--- config.mk ---
export PLATFORM = sky130hd
export DESIGN_NAME = mole_game_sequencer
export DESIGN_NICKNAME = d
export VERILOG_FILES = /design/src/rtl/mole_game_pkg.sv /design/src/rtl/mole_game_sequencer_tick_prescaler.sv /design/src/rtl/mole_game_sequencer.sv
export SDC_FILE = /design/constraint.sdc
export NUM_CORES = 1
export LEC_CHECK = 0
export CAP_MARGIN = 25
export CORE_ASPECT_RATIO = 1.2
export CORE_MARGIN = 2
export CORE_UTILIZATION = 37
export CTS_CLUSTER_SIZE = 12
export DETAILED_ROUTE_END_ITERATION = 8
export SLEW_MARGIN = 20
export SYNTH_ARGS = -nofsm -noshare
export SYNTH_HDL_FRONTEND = slang
export SYNTH_SLANG_ARGS = --single-unit
--- constraint.sdc ---
create_clock -name clk -period 5.25 [get_ports clk]
set_clock_uncertainty 0.15 [all_clocks]
set_input_delay 0.7875 -clock clk [delete_from_list [all_inputs] [get_ports clk]]
set_output_delay 0.7875 -clock clk [all_outputs]
set_load 0.02 [all_outputs]
--- src/rtl/mole_game_pkg.sv ---
// mole_game_pkg
//   Shared types and helpers for the whack-a-mole round scheduler.
//   - state_e  : round phase (IDLE, LEAD, ACTIVE, TAIL, DONE)
//   - LVL_*    : scoring level codes driven on `level`
//   - UCW      : width of the unit (tick) counter
//   - next_idx : no-repeat rule for consecutive mole indices
package mole_game_pkg;

  typedef enum logic [2:0] {
    ST_IDLE,
    ST_LEAD,
    ST_ACTIVE,
    ST_TAIL,
    ST_DONE
  } state_e;

  localparam logic [1:0] LVL_NONE = 2'd0;
  localparam logic [1:0] LVL_1    = 2'd1;
  localparam logic [1:0] LVL_2    = 2'd2;
  localparam logic [1:0] LVL_3    = 2'd3;

  localparam int unsigned UCW = 4;

  // A repeat of the previous mole is bumped to the next LED (wrapping 7 -> 0).
  function automatic logic [2:0] next_idx(input logic [2:0] rnd, input logic [2:0] prev);
    return (rnd == prev) ? rnd + 3'd1 : rnd;
  endfunction

endpackage

--- src/rtl/mole_game_sequencer_tick_prescaler.sv ---
// tick_prescaler
//   Free-running divider producing a one-cycle `tick` every TICK enabled cycles.
//   The count is held at zero while `en` is low, so enabling it always starts a
//   fresh period. `tick` is registered: it is high in the cycle after the count
//   reached TICK-1.
//   Ports:
//     clk   in  : system clock
//     reset in  : async, active-high
//     en    in  : count enable; low forces the count back to zero
//     tick  out : one-cycle strobe per TICK enabled cycles
module tick_prescaler #(
  parameter int unsigned TICK = 100000000
) (
  input  logic clk,
  input  logic reset,
  input  logic en,
  output logic tick
);

  localparam int unsigned   CW   = (TICK > 1) ? $clog2(TICK) : 1;
  localparam logic [CW-1:0] LAST = CW'(TICK - 1);

  if (TICK == 0) begin : g_bad_tick
    $error("tick_prescaler: TICK must be at least 1");
  end

  logic [CW-1:0] cnt_q, cnt_d;
  logic          tick_q, tick_d;

  always_comb begin
    cnt_d  = '0;
    tick_d = 1'b0;
    if (en) begin
      tick_d = (cnt_q == LAST);
      cnt_d  = tick_d ? '0 : cnt_q + CW'(1);
    end
  end

  always_ff @(posedge clk or posedge reset) begin
    if (reset) begin
      cnt_q  <= '0;
      tick_q <= 1'b0;
    end else begin
      cnt_q  <= cnt_d;
      tick_q <= tick_d;
    end
  end

  assign tick = tick_q;

endmodule

--- src/rtl/mole_game_sequencer.sv ---
// mole_game_sequencer
//   Round scheduler for the whack-a-mole game. After `start` it waits LEAD
//   units, issues N1+N2+N3 pops separated by a level-dependent gap, waits TAIL
//   units after the last pop and then strobes `clear`. One unit is TICK clocks.
//   Ports:
//     clk       in     : system clock
//     reset     in     : async, active-high; returns to IDLE, outputs zero
//     start     in     : begin a round (honoured only in IDLE/DONE)
//     rnd       in [3] : random mole index, used on pop cycles
//     pop       out    : one-cycle strobe, a mole appears
//     pop_idx   out [3]: mole index, held between pops
//     level     out [2]: scoring level of the latest pop, 0 before the first
//     clear     out    : one-cycle strobe, blank the LEDs
//     running   out    : high in LEAD, ACTIVE and TAIL
//     done      out    : high in DONE
//     pops_left out [5]: pops remaining in the round
module mole_game_sequencer
  import mole_game_pkg::*;
#(
  parameter int unsigned TICK = 100000000,
  parameter int unsigned LEAD = 1,
  parameter int unsigned N1   = 8,
  parameter int unsigned N2   = 8,
  parameter int unsigned N3   = 8,
  parameter int unsigned G1   = 3,
  parameter int unsigned G2   = 2,
  parameter int unsigned G3   = 1,
  parameter int unsigned TAIL = 1
) (
  input  logic       clk,
  input  logic       reset,
  input  logic       start,
  input  logic [2:0] rnd,
  output logic       pop,
  output logic [2:0] pop_idx,
  output logic [1:0] level,
  output logic       clear,
  output logic       running,
  output logic       done,
  output logic [4:0] pops_left
);

  localparam int unsigned UMAX = (1 << UCW) - 1;
  localparam int unsigned NTOT = N1 + N2 + N3;

  if (G1 == 0 || G2 == 0 || G3 == 0 || LEAD == 0 || TAIL == 0 ||
      G1 > UMAX || G2 > UMAX || G3 > UMAX || LEAD > UMAX || TAIL > UMAX) begin : g_bad_timing
    $error("mole_game_sequencer: G1/G2/G3/LEAD/TAIL must be in 1..15");
  end
  if (NTOT == 0 || NTOT > 31) begin : g_bad_count
    $error("mole_game_sequencer: N1+N2+N3 must be in 1..31");
  end

  localparam logic [4:0]     NTOT_W    = 5'(NTOT);
  localparam logic [4:0]     N3_W      = 5'(N3);
  localparam logic [4:0]     N23_W     = 5'(N2 + N3);
  localparam logic [UCW-1:0] LEAD_LAST = UCW'(LEAD - 1);
  localparam logic [UCW-1:0] TAIL_LAST = UCW'(TAIL - 1);
  localparam logic [UCW-1:0] G1_LAST   = UCW'(G1 - 1);
  localparam logic [UCW-1:0] G2_LAST   = UCW'(G2 - 1);
  localparam logic [UCW-1:0] G3_LAST   = UCW'(G3 - 1);

  state_e         state_q, state_d;
  logic           pop_q, pop_d;
  logic           clear_q, clear_d;
  logic           running_q, running_d;
  logic           done_q, done_d;
  logic [1:0]     level_q, level_d;
  logic [2:0]     idx_q, idx_d;
  logic [4:0]     left_q, left_d;
  logic [UCW-1:0] unit_q, unit_d;

  logic           tick;
  logic [4:0]     remain_after;
  logic [1:0]     pop_level;
  logic [UCW-1:0] gap_last;

  tick_prescaler #(
    .TICK(TICK)
  ) u_prescaler (
    .clk  (clk),
    .reset(reset),
    .en   (running_q),
    .tick (tick)
  );

  // Level is decided by how many pops remain after this one: the last N3 are
  // level 3, the N2 before them level 2, everything earlier level 1.
  always_comb begin
    remain_after = left_q - 5'd1;
    if (remain_after < N3_W) begin
      pop_level = LVL_3;
    end else if (remain_after < N23_W) begin
      pop_level = LVL_2;
    end else begin
      pop_level = LVL_1;
    end
  end

  // The gap after a pop follows that pop's level, which is level_q here.
  always_comb begin
    case (level_q)
      LVL_1:   gap_last = G1_LAST;
      LVL_2:   gap_last = G2_LAST;
      default: gap_last = G3_LAST;
    endcase
  end

  always_comb begin
    state_d = state_q;
    pop_d   = 1'b0;
    clear_d = 1'b0;
    level_d = level_q;
    idx_d   = idx_q;
    left_d  = left_q;
    unit_d  = tick ? unit_q + UCW'(1) : unit_q;

    case (state_q)
      ST_IDLE, ST_DONE: begin
        if (start) begin
          state_d = ST_LEAD;
          unit_d  = '0;
          level_d = LVL_NONE;
          left_d  = NTOT_W;
        end
      end
      ST_LEAD: begin
        if (tick && unit_q == LEAD_LAST) begin
          pop_d   = 1'b1;
          left_d  = remain_after;
          level_d = pop_level;
          idx_d   = rnd;
          unit_d  = '0;
          state_d = (remain_after == '0) ? ST_TAIL : ST_ACTIVE;
        end
      end
      ST_ACTIVE: begin
        if (tick && unit_q == gap_last) begin
          pop_d   = 1'b1;
          left_d  = remain_after;
          level_d = pop_level;
          idx_d   = next_idx(rnd, idx_q);
          unit_d  = '0;
          state_d = (remain_after == '0) ? ST_TAIL : ST_ACTIVE;
        end
      end
      ST_TAIL: begin
        if (tick && unit_q == TAIL_LAST) begin
          clear_d = 1'b1;
        end
        // Leave TAIL only once the clear strobe is on the output, so `running`
        // covers the clear cycle and `done` rises the cycle after it.
        if (clear_q) begin
          state_d = ST_DONE;
          unit_d  = '0;
        end
      end
      default: begin
        state_d = ST_IDLE;
      end
    endcase

    running_d = (state_d == ST_LEAD) || (state_d == ST_ACTIVE) || (state_d == ST_TAIL);
    done_d    = (state_d == ST_DONE);
  end

  always_ff @(posedge clk or posedge reset) begin
    if (reset) begin
      state_q   <= ST_IDLE;
      pop_q     <= 1'b0;
      clear_q   <= 1'b0;
      running_q <= 1'b0;
      done_q    <= 1'b0;
      level_q   <= LVL_NONE;
      idx_q     <= '0;
      left_q    <= '0;
      unit_q    <= '0;
    end else begin
      state_q   <= state_d;
      pop_q     <= pop_d;
      clear_q   <= clear_d;
      running_q <= running_d;
      done_q    <= done_d;
      level_q   <= level_d;
      idx_q     <= idx_d;
      left_q    <= left_d;
      unit_q    <= unit_d;
    end
  end

  assign pop       = pop_q;
  assign pop_idx   = idx_q;
  assign level     = level_q;
  assign clear     = clear_q;
  assign running   = running_q;
  assign done      = done_q;
  assign pops_left = left_q;

endmodule

==> After elaboration in Yosys (flattened, before gate mapping) <==
Index checks and enable logic that the tools add are counted.
{ "classes": {"order_cmp": 2, "muxes": 34, "eq_ne": 16, "addsub": 4, "reduce_logical": 12} }
{ "op_table": {"columns": ["op", "n"], "rows": [
  ["$mux W27", 2],
  ["$add A27 B1 Y27 const B", 1],
  ["$eq A27 B27 Y1 const B", 1],
  ["$mux W3", 7],
  ["$mux W4", 5],
  ["$pmux W4 S4", 1],
  ["$mux W5", 3],
  ["$pmux W5 S3", 1],
  ["$eq A3 B2 Y1 const B", 4],
  ["$pmux W3 S4", 1],
  ["$mux W2", 5],
  ["$eq A3 B1 Y1 const B", 2],
  ["$eq A3 B3 Y1 const B", 2],
  ["$ne A2 B2 Y1 const B", 3],
  ["$pmux W2 S3", 1],
  ["$pmux W3 S2", 1],
  ["$logic_not A5 Y1", 1],
  ["$lt A5 B4 Y1 const B", 1],
  ["$lt A5 B5 Y1 const B", 1],
  ["$mux W1", 5],
  ["$sub A5 B1 Y5 const B", 1],
  ["$add A4 B1 Y4 const B", 1],
  ["$eq A4 B4 Y1", 1],
  ["$logic_not A4 Y1", 1],
  ["other kinds (14)", 16]
]} }
{ "word_totals": {"regBits": 49, "elab_cells": 79, "inputBits": 6, "output_inout_bits": 14} }

==> Depth between registers and ports, before layout <==
Gate-level depths: netlist (run 1).
{ "depth": {"depth_word": 9, "depth_mapped": 8, "depth_no_buf": 7} }

==> Cells and area by module <==
Synthesis (run 1) repeated with hierarchy kept, for this count alone.
{ "hier_totals": {"cells_unflattened": 273, "hier_area_um2": 2688.8} }
{ "modules_own_cells": {"columns": ["mod", "area_per_inst_um2", "seq_area_each_um2", "cells_each", "instances"], "rows": [
  ["tick_prescaler", 1490.2, 700.7, 151, 1],
  ["mole_game_sequencer", 1198.6, 525.5, 122, 1]
]} }

==> Worst setup path after synthesis (run 1) <==
Ideal clock, no wire load.
{ "synth_path": {"path_type": "register to register", "from": "register level_q[1], in the netlist level[1]", "to": "register idx_q[0], in the netlist pop_idx[0]", "setup_time_ns": 0.127, "period_less_slack_ns": 2.079, "setup_slack_ns": 3.171, "path_buffers": 1, "path_stages_with_launch": 8, "required_time_ns": 4.973, "t_arrival_ns": 1.802, "path_cell_list": "dfrtp_1 -> nand2b_1 -> o21ai_0 -> a32oi_1 -> or2_1 -> buf_2 -> inv_2 -> mux2_1"} }
{ "synth_between": {"elab_chain_cells": 6, "elab_cells_between_ends": 7, "cone_classes": "eq/ne (4); mux (1); reduce/logical (2)"} }
{ "synth_rtl": {"columns": ["item", "line", "text"], "rows": [
  ["start, declared", "mole_game_sequencer.sv:68", "logic [1:0] level_q, level_d;"],
  ["start signal, assigned", "mole_game_sequencer.sv:184", "level_q <= level_d;"],
  ["$eq A2 B2 Y1 / $eq A2 B1 Y1 (equally long branches)", "mole_game_sequencer.sv:102", "case (level_q)"],
  ["$pmux W2 S2 (*)", "mole_game_sequencer.sv:102", null],
  ["$eq A4 B4 Y1 (*)", "mole_game_sequencer.sv:138", "if (tick && unit_q == gap_last) begin"],
  ["$logic_and A1 B1 Y1 (*)", "mole_game_sequencer.sv:138", null],
  ["$ne A2 B2 Y1 (no source line) (*)", null, null],
  ["$reduce_and A3 Y1 (no source line) (*)", null, null],
  ["end signal, assigned", "mole_game_sequencer.sv:185", "idx_q <= idx_d;"],
  ["end, declared", "mole_game_sequencer.sv:69", "logic [2:0] idx_q, idx_d;"]
]} }
Mark *: on every way between the ends. The rest lies on a longest branch, timed or not.
A chain may end at the register's enable or synchronous reset.

==> Worst setup path in the final report (run 1) <==
{ "layout_path": {"from": "register running_q, in the netlist running", "to": "output running"} }
{ "layout_lines": {"columns": ["item", "line", "text"], "rows": [
  ["start, declared", "mole_game_sequencer.sv:66", "logic running_q, running_d;"],
  ["start signal, assigned", "mole_game_sequencer.sv:182", "running_q <= running_d;"],
  ["end, declared", "mole_game_sequencer.sv:38", "output logic running,"]
]} }
No word-level cell between the ends.

==> results.tsv, run 1 <==
metric	value	unit
largest net degree at the start of global routing	50	
fraction of registers with async set/reset	100.0	%
maximum clock path buffer count	2	
post-CTS setup buffer count	0	
overall fraction of global-route tracks in use	15.91	%
PwrDens	224.3	nW/um2
Critical Path Sink Type	output pin	
drt pass-1 iters	4	
Fill cells	659	
clock root buffer master	clkbuf_8	
CTS clk-pin slew, worst paths	0.09	ns
CTS H-tree lvls	2	
top_reg_cell synth	dfrtp_1	
depth of the worst hold-timing path	1	
Finished Layout Cells	385	
synth warn	0	
Post-CTS Hold Buffers	0	
max_cap viols	0	
initial antenna violation count	0	
EDFF count, synth	0	
Cell Area, Placed	2927	um2
syn nets	292	
Residual DRC	0	
Synth Register Bits	49	
Pins Over Slew Limit	0	
Least-Margin Pin Slew	0.8017	ns
critical-path cell list	clkdlybuf4s50_1	
Design Power	0.6822	mW
RSZ-0062 raised after global routing	false	
Post-Syn Instances	280	
Die ar.	7886	um2
Place WS	2.713	ns
DIE WIDTH	81.40	um
critical path's top delay family	buffers and inverters	
Largest stage delay, worst path	0.71	ns
leakage power	1.334	nW
commonest cells after routing, fill and taps aside	dfrtp_1, nor2_1, clkdlybuf4s50_1, nand3_1, nand2_1	
clock sink count	49	
total gr overflow	0	
CTS tree	yes	
HP Class	flop to flop	
post-synth cell types	51	
post-route clock period utilization	49.69	%
CTS-repair resized insts	0	
Worst Slack Setup Final	2.641	ns
Cell Count Post-Placement	377	
Design Area, Final	3042	um2
number of global-route vias before repair	2106	
Avg Vias per Cell	5.452	
PortBufs	19	
Worst R2R Path Depth	7	
Crit path depth	1	
final setup TNS	0	ns
Buf/Inv on CP	1	
Max IR drop VDD	0.1365	mV
Routability Congestion	0.7642	
commonest non-fill, non-tap cell in the layout	dfrtp_1	
critical path type	flop to output pin	
layout cell share with drive strength beyond 1	6.040	%
first-pass GRT wire length	9977	um
Fin. Hold Viols	0	
Core Area	6895	um2
Antenna Cells	0	
Critical Path Start Type	flop	
slew margin rel.	46.06	%
Worst-Skew Late Latency	0.31	ns
vias post-DR	2099	
DR WL/cell	14.53	um
Rows	33	
crit path max fanout	15	
fmax	383.3	MHz
Seq/Total Area, Yosys	46.10	%
Period minus WS final	2.609	ns
Area growth syn-to-layout	14.35	%
Mapped Avg Cell Area	9.500	um2
status	complete, no violations	
Worst Path Required	4.31	ns
fin nets	309	
Worst Hold Slack	0.3469	ns
Antenna Nets Post-Route	0	
slowest CP cell	clkdlybuf4s50_1	
Layout Utilization	44.11	%
die height	96.88	um
mapped cell area	2660	um2
crit path DAT	1.67	ns
IO Pins	20	
final setup violation count	0	
HPWL after DPL	3887	um
Initial Util	38.58	%
1st-iter DRT viols	117	
Num CTS Buffers	5	
Post-Route WL	5593	um
[state kept, by name, indices dropped and copies added, names as in the netlist]
signal	flops
u_prescaler.cnt_q	27
pops_left	5
unit_q	4
pop_idx	3
state_q	3
level	2
clear	1
done	1
pop	1
running	1
u_prescaler.tick	1
[metal layers]
| metal | vias to the layer above | part of all wire, % | global-route usage, % |
|---|---|---|---|
| met5 | - | 0 | 0 |
| li1 | 1025 | - | - |
| met2 | 37 | 48 | 25.66 |
| met4 | 0 | 1.1 | 4.302 |
| met3 | 5 | 3.8 | 3.545 |
| met1 | 1032 | 47 | 21.26 |
[logic make-up after synthesis]
logic type,count (synthesis),synth area share [%]
DFF,49,46.10
muxes,4,1.552
buffers and inverters,24,3.481
xor gates and xnor gates,27,8.890
adders and majority gates,6,2.822
AOI/OAI and AO/OA,44,11.76
and+or+nand+nor,126,25.40
[power by group]
| group | internal [mW] | switching [mW] |
|---|---|---|
| Combinational | 0.00913 | 0.0143 |
| Sequential | 0.379 | 0.00295 |
| Clock | 0.143 | 0.134 |
| Total | 0.531 | 0.151 |
[Yosys cell counts (all sizes together) (3+ instances only)]
library cell | n | area share (%)
dfrtp | 49 | 46
nand2b | 8 | 1.9
and4 | 3 | 0.99
a21oi | 7 | 1.3
nand3 | 17 | 3.4
a22o | 3 | 0.99
a22oi | 4 | 1.1
nand4 | 13 | 3.3
o31ai | 4 | 1.1
xor2 | 13 | 4.3
o21ai | 9 | 1.8
inv | 14 | 2.0
mux2i | 3 | 1.1
xnor2 | 14 | 4.6
clkbuf | 8 | 1.1
nor2b | 4 | 0.94
nor2 | 40 | 5.7
a32oi | 3 | 0.99
nand2 | 15 | 2.1
nor3 | 7 | 1.3
ha | 6 | 2.8
and3 | 5 | 1.2
nor4 | 4 | 1.2
[final cells by class]
class | instances | area [um2] | share of cell area (%)
Tap cell | 87 | 108.9 | 3.579
Timing Repair Buffer | 20 | 197.7 | 6.499
Clock inverter | 3 | 46.29 | 1.522
Clock buffer | 5 | 68.82 | 2.262
Inverter | 14 | 52.55 | 1.728
Multi-Input combinational cell | 207 | 1341 | 44.10
Sequential cell | 49 | 1226 | 40.31
[final timing paths]
check	from	endpoint	slack [ns]
max	running	running	2.64
min	u_prescaler.cnt_q[0]	u_prescaler.cnt_q[0]	0.35
max reg2reg	unit_q[0]	pop_idx[0]	2.91
min reg2reg	u_prescaler.cnt_q[0]	u_prescaler.cnt_q[0]	0.35
max in group asynchronous	reset	pop_idx[0]	3.72
min in group asynchronous	reset	u_prescaler.cnt_q[2]	0.80
Note: power is estimated with default switching activity, not from simulation.
==> run 2: changes to the inputs <==
- clock period: 5.25 -> 2.38 ns (I/O delays scaled with it)
==> run 2 against run 1 <==
Effect of this change:
- hold slack lost 0.082 ns
- worst setup slack worse by 2.3 ns
- clock-buffer cell count increased by 2
- wire length shrank 0.13%
- largest power group unchanged
- final cell count increased by 1.8%
- flip-flop and latch count stayed put
- first-iteration DRC count is 18% lower
- global-route usage fell by 0.63 points
- critical path type is now flop to flop
- die area is the same
- cell area grew 2.2%
- utilization up 0.96 points
==> results.tsv, run 2 (synthesized netlist as in run 1, its figures left out) <==
metric	value	unit	change
IO Pins	20		unchanged
Crit path depth	5		+4
total gr overflow	0		unchanged
Die ar.	7886	um2	unchanged
max_cap viols	0		unchanged
DIE WIDTH	81.40	um	unchanged
Fin. Hold Viols	0		unchanged
die height	96.88	um	unchanged
largest net degree at the start of global routing	50		unchanged
slowest CP cell	dfrtp_1		
RSZ-0062 raised after global routing	false		
Worst Setup SP	u_prescaler.tick		
final setup violation count	0		unchanged
Critical Path Sink Type	flop		
clock sink count	49		unchanged
Area growth syn-to-layout	16.84	%	
post-route clock period utilization	86.18	%	
commonest cells after routing, fill and taps aside	dfrtp_1, nor2_1, clkdlybuf4s50_1, nand3_1, nand2_1		
Largest stage delay, worst path	0.47	ns	-0.24 ns
Initial Util	38.58	%	unchanged
area of the multi-input gates	1341	um2	unchanged
Antenna Cells	0		unchanged
M1 GR Usage	21.30	%	+0.043 points
critical-path cell list	nor3b_4, a2111oi_0, a211o_1, or2_1, a22o_1		
final setup TNS	0	ns	unchanged
met2 Track Usage GR	24.21	%	-1.5 points
critical path type	flop to flop		
post-CTS setup buffer count	0		unchanged
crit path DAT	2.09	ns	+0.42 ns
r2r endpoint	level[0]		
clock root buffer master	clkbuf_8		
fin nets	316		+2.3%
1st-iter DRT viols	96		-18%
Worst Slack Setup Final	0.3289	ns	-2.312 ns
Biggest register	u_prescaler.cnt_q		
CTS clk-pin slew, worst paths	0.09	ns	about the same
critical path's top delay family	compound AO/OA/AOI/OAI gates		
drt pass-1 iters	4		unchanged
number of global-route vias before repair	2007		-4.7%
Core Area	6895	um2	unchanged
max reg flops	27		unchanged
Period minus WS final	2.051	ns	
Worst-Skew Late Latency	0.30	ns	about the same
Reg2Reg Setup Slack	0.33	ns	-2.58 ns
Routability Congestion	0.7878		+3.1%
Worst R2R Start	u_prescaler.tick		
Worst Path Required	2.42	ns	-1.89 ns
Num CTS Buffers	5		unchanged
Critical Path Start Type	flop		
Avg Vias per Cell	5.232		-4.0%
HP Class	input pin to async pin		
commonest non-fill, non-tap cell in the layout	dfrtp_1		
Rows	33		unchanged
Max IR drop VDD	0.2401	mV	+76%
Least-Margin Pin Slew	0.6608	ns	-0.1409 ns
crit path max fanout	6		-9
Fill cells	666		+1.1%
Critical Path End	level[0]		
CTS tree	yes		
Buf/Inv on CP	0		-1
leakage power	1.376	nW	+3.1%
CTS H-tree lvls	2		unchanged
PortBufs	19		unchanged
layout cell share with drive strength beyond 1	7.869	%	+1.8 points
slew margin rel.	55.54	%	+9.5 points
overall fraction of global-route tracks in use	15.28	%	-0.63 points
Pins Over Slew Limit	0		unchanged
Worst R2R Path Depth	5		-2
Post-Route WL	5586	um	-0.13%
Residual DRC	0		unchanged
CTS-repair resized insts	0		unchanged
DR WL/cell	14.25	um	-1.9%
PwrDens	487.4	nW/um2	+120%
vias post-DR	2051		-2.3%
Sequential cell area	1226	um2	unchanged
fmax	487.5	MHz	
Place WS	0.2693	ns	-2.443 ns
Antenna Nets Post-Route	0		unchanged
maximum clock path buffer count	2		unchanged
busiest grt layer	met2		
Post-CTS Hold Buffers	0		unchanged
HPWL after DPL	3958	um	+1.8%
status	complete, no violations		
M3 GR Usage	3.358	%	-0.19 points
initial antenna violation count	0		unchanged
first-pass GRT wire length	9715	um	-2.6%
-- run 2: cell count changes in the layout (fill, tap and decap cells not counted), sizes merged --
cell	delta
clkinv	-1
clkinvlp	-1
buf	+7
clkbuf	+2
-- run 2: final cells by class --
type	instances	area share, %
multi-input cells	207	43.16
flip-flops and latches	49	39.45
repair buffers	27	8.454
well taps	87	3.502
clock buffers	7	2.778
inverters	14	1.691
clock inverters	1	0.9662
-- run 2: worst min-delay path by stage --
stage / startpoint / end / slack (ns) / cells after the start
after floorplan: u_prescaler.cnt_q[0] / u_prescaler.cnt_q[0] / 0.30 / 1
after detailed placement: u_prescaler.cnt_q[0] / u_prescaler.cnt_q[0] / 0.33 / 1
final: reset / pop / 0.26 / 3
after global placement: u_prescaler.cnt_q[0] / u_prescaler.cnt_q[0] / 0.31 / 1
after global routing: reset / pops_left[3] / 0.29 / 3
after CTS: reset / pop_idx[2] / 0.27 / 3
-- run 2: tightest hold or removal path, stage by stage --
cell	delay, ns
clkdlybuf4s50_1	0.41
inv_2	0.07
buf_12	0.25
-- run 2: routing by layer --
layer | wire (um) | part of all wire [%]
met1 | 2623 | 47
met2 | 2778 | 50
met3 | 175 | 3.1
met4 | 8 | 0.14
met5 | 0 | 0
-- run 2: through the flow --
stage	power (mW)	hold WS [ns]	cell area [um2]	cells	utilization (%)
6_report	1.515	0.2649	3108	392	45.07
4_1_cts	1.543	0.2695	3108	392	45.07
3_5_place_dp	0.9173	0.3322	2992	384	43.39
2_1_floorplan	0.8888	0.3047	2660	280	-
3_3_place_gp	0.9164	0.3144	2992	384	43.39
5_1_grt	1.586	0.2872	3108	392	45.07
-- run 2: power by group --
part	internal (mW)	switching, mW
logic	0.0236	0.0318
registers	0.836	0.00701
clock network	0.343	0.273
total	1.20	0.312
==> run 3: changes to the inputs <==
- CORE_MARGIN: 2 -> 5
- CTS_CLUSTER_SIZE: 12 -> 16
==> run 3 against run 2 <==
Effect of this change:
- via count is 2.7% higher
- global-route usage shrank 1.6 points
- first-iteration DRC count is 48% lower
- critical path type unchanged
- critical endpoint unchanged
- largest cell class unchanged
==> results.tsv, run 3 (synthesized netlist as in run 1, its figures left out) <==
metric	value	unit	change
Period minus WS final	2.057	ns	+0.005630 ns
switching power	0.3044	mW	-2.5%
RSZ-0062 raised after global routing	false		
Worst R2R Path Depth	5		unchanged
maximum clock path buffer count	2		unchanged
Critical Path Start Type	flop		
1st-iter DRT viols	50		-48%
Design Power	1.468	mW	-3.1%
max reg flops	27		unchanged
final setup TNS	0	ns	unchanged
crit path max fanout	6		unchanged
Antenna Nets Post-Route	0		unchanged
Net Sw Frac	20.73	%	+0.13 points
HPWL after DPL	4167	um	+5.3%
initial antenna violation count	0		unchanged
HP Class	input pin to async pin		
first-pass GRT wire length	9742	um	+0.28%
Rows	33		unchanged
largest net degree at the start of global routing	25		-50%
CTS H-tree lvls	2		unchanged
vias post-DR	2107		+2.7%
critical path type	flop to flop		
PortBufs	19		unchanged
Area growth syn-to-layout	16.75	%	about the same
status	complete, no violations		
IO Pins	20		unchanged
commonest cells after routing, fill and taps aside	dfrtp_1, nor2_1, clkdlybuf4s50_1, nand3_1, nand2_1		
Finished Layout Cells	394		+0.51%
total gr overflow	0		unchanged
Die ar.	8992	um2	+14%
CTS tree	yes		
drt pass-1 iters	4		unchanged
commonest non-fill, non-tap cell in the layout	dfrtp_1		
Post-CTS Hold Buffers	0		unchanged
clock sink count	49		unchanged
Avg Vias per Cell	5.348		+2.2%
Residual DRC	0		unchanged
Core Area	6937	um2	+0.60%
crit path DAT	2.10	ns	about the same
Biggest register	u_prescaler.cnt_q		
PwrDens	472.7	nW/um2	-3.0%
final setup violation count	0		unchanged
Critical Path End	level[0]		
Pins Over Slew Limit	0		unchanged
DIE WIDTH	87.40	um	+7.4%
post-route clock period utilization	86.42	%	+0.24 points
CTS clk-pin slew, worst paths	0.09	ns	about the same
power share of the clock group	38.9	%	-1.8 points
fin nets	319		+0.95%
Least-Margin Pin Slew	0.6338	ns	-0.02703 ns
sequential power share	57.4	%	+1.7 points
Max IR drop VDD	0.2107	mV	-12%
Worst Setup SP	u_prescaler.tick		
r2r endpoint	level[0]		
Logic pwr share	3.7	%	about the same
leakage power	1.383	nW	+0.48%
Routability Congestion	0.8110		+2.9%
Worst Path Required	2.42	ns	about the same
Post-Route WL	5655	um	+1.2%
fmax	486.2	MHz	-0.27%
Critical Path Sink Type	flop		
CTS-repair resized insts	0		unchanged
post-CTS setup buffer count	0		unchanged
DR WL/cell	14.35	um	+0.72%
clock root buffer master	clkbuf_8		
slew margin rel.	57.36	%	+1.8 points
die height	102.9	um	+6.2%
Cell Int Power	1.164	mW	-3.2%
Initial Util	38.35	%	-0.23 points
layout cell share with drive strength beyond 1	8.795	%	+0.93 points
Reg2Reg Setup Slack	0.32	ns	about the same
Fin. Hold Viols	0		unchanged
Worst-Skew Late Latency	0.30	ns	about the same
number of global-route vias before repair	2094		+4.3%
overall fraction of global-route tracks in use	13.66	%	-1.6 points
Worst R2R Start	u_prescaler.tick		
Cell Count Post-Placement	387		+0.78%
max_cap viols	0		unchanged
Antenna Cells	0		unchanged
Num CTS Buffers	5		unchanged
## run 3: layer usage
layer / GRT usage, % / routed length, um / up-vias
met5: 0 / 0 / -
met4: 3.896 / 42 / 0
met3: 3.517 / 221 / 5
met2: 24.07 / 2836 / 34
met1: 16.37 / 2555 / 1023
li1: - / - / 1045
## run 3: power by group through the flow
| stage | Combinational, mW | Clock (mW) | Sequential, mW |
|---|---|---|---|
| 3_3_place_gp | 0.0553 | 0 | 0.859 |
| 5_1_grt | 0.0625 | 0.624 | 0.844 |
| 2_1_floorplan | 0.0296 | 0 | 0.859 |
| 4_1_cts | 0.0565 | 0.597 | 0.843 |
| 3_5_place_dp | 0.0562 | 0 | 0.859 |
| 6_report | 0.0542 | 0.571 | 0.843 |
## run 3: area by class of cell
| type | count | area [um2] |
|---|---|---|
| Clock buffer | 5 | 68.82 |
| Sequential cell | 49 | 1226 |
| Clock inverter | 2 | 35.03 |
| Timing Repair Buffer | 30 | 272.8 |
| Inverter | 14 | 52.55 |
| Fill cell | 675 | 3831 |
| Tap cell | 87 | 108.9 |
| Multi-Input combinational cell | 207 | 1341 |
## run 3: stage by stage
| stage | worst slack (ns) | hold WS, ns | util (%) | instance area (um2) |
|---|---|---|---|---|
| after floorplan | 0.3009 | 0.3047 | - | 2660 |
| after global placement | 0.3077 | 0.3139 | 43.27 | 3002 |
| after detailed placement | 0.2809 | 0.3298 | 43.27 | 3002 |
| after CTS | 0.3206 | 0.2574 | 44.77 | 3105 |
| after global routing | 0.1844 | 0.2997 | 44.77 | 3105 |
| final | 0.3233 | 0.2515 | 44.77 | 3105 |
## run 3: worst min-delay path by stage
stage / endpoint / depth (start not counted)
2_1_floorplan: u_prescaler.cnt_q[0] / 1
3_3_place_gp: u_prescaler.cnt_q[0] / 1
3_5_place_dp: u_prescaler.cnt_q[0] / 1
4_1_cts: running / 2
5_1_grt: running / 2
6_report: pop / 2
## run 3: critical path: stages (launching register included)
cell	delay (ns)
dfrtp_1	0.47
nor3b_4	0.32
a2111oi_0	0.15
a211o_1	0.28
or2_1	0.32
a22o_1	0.26
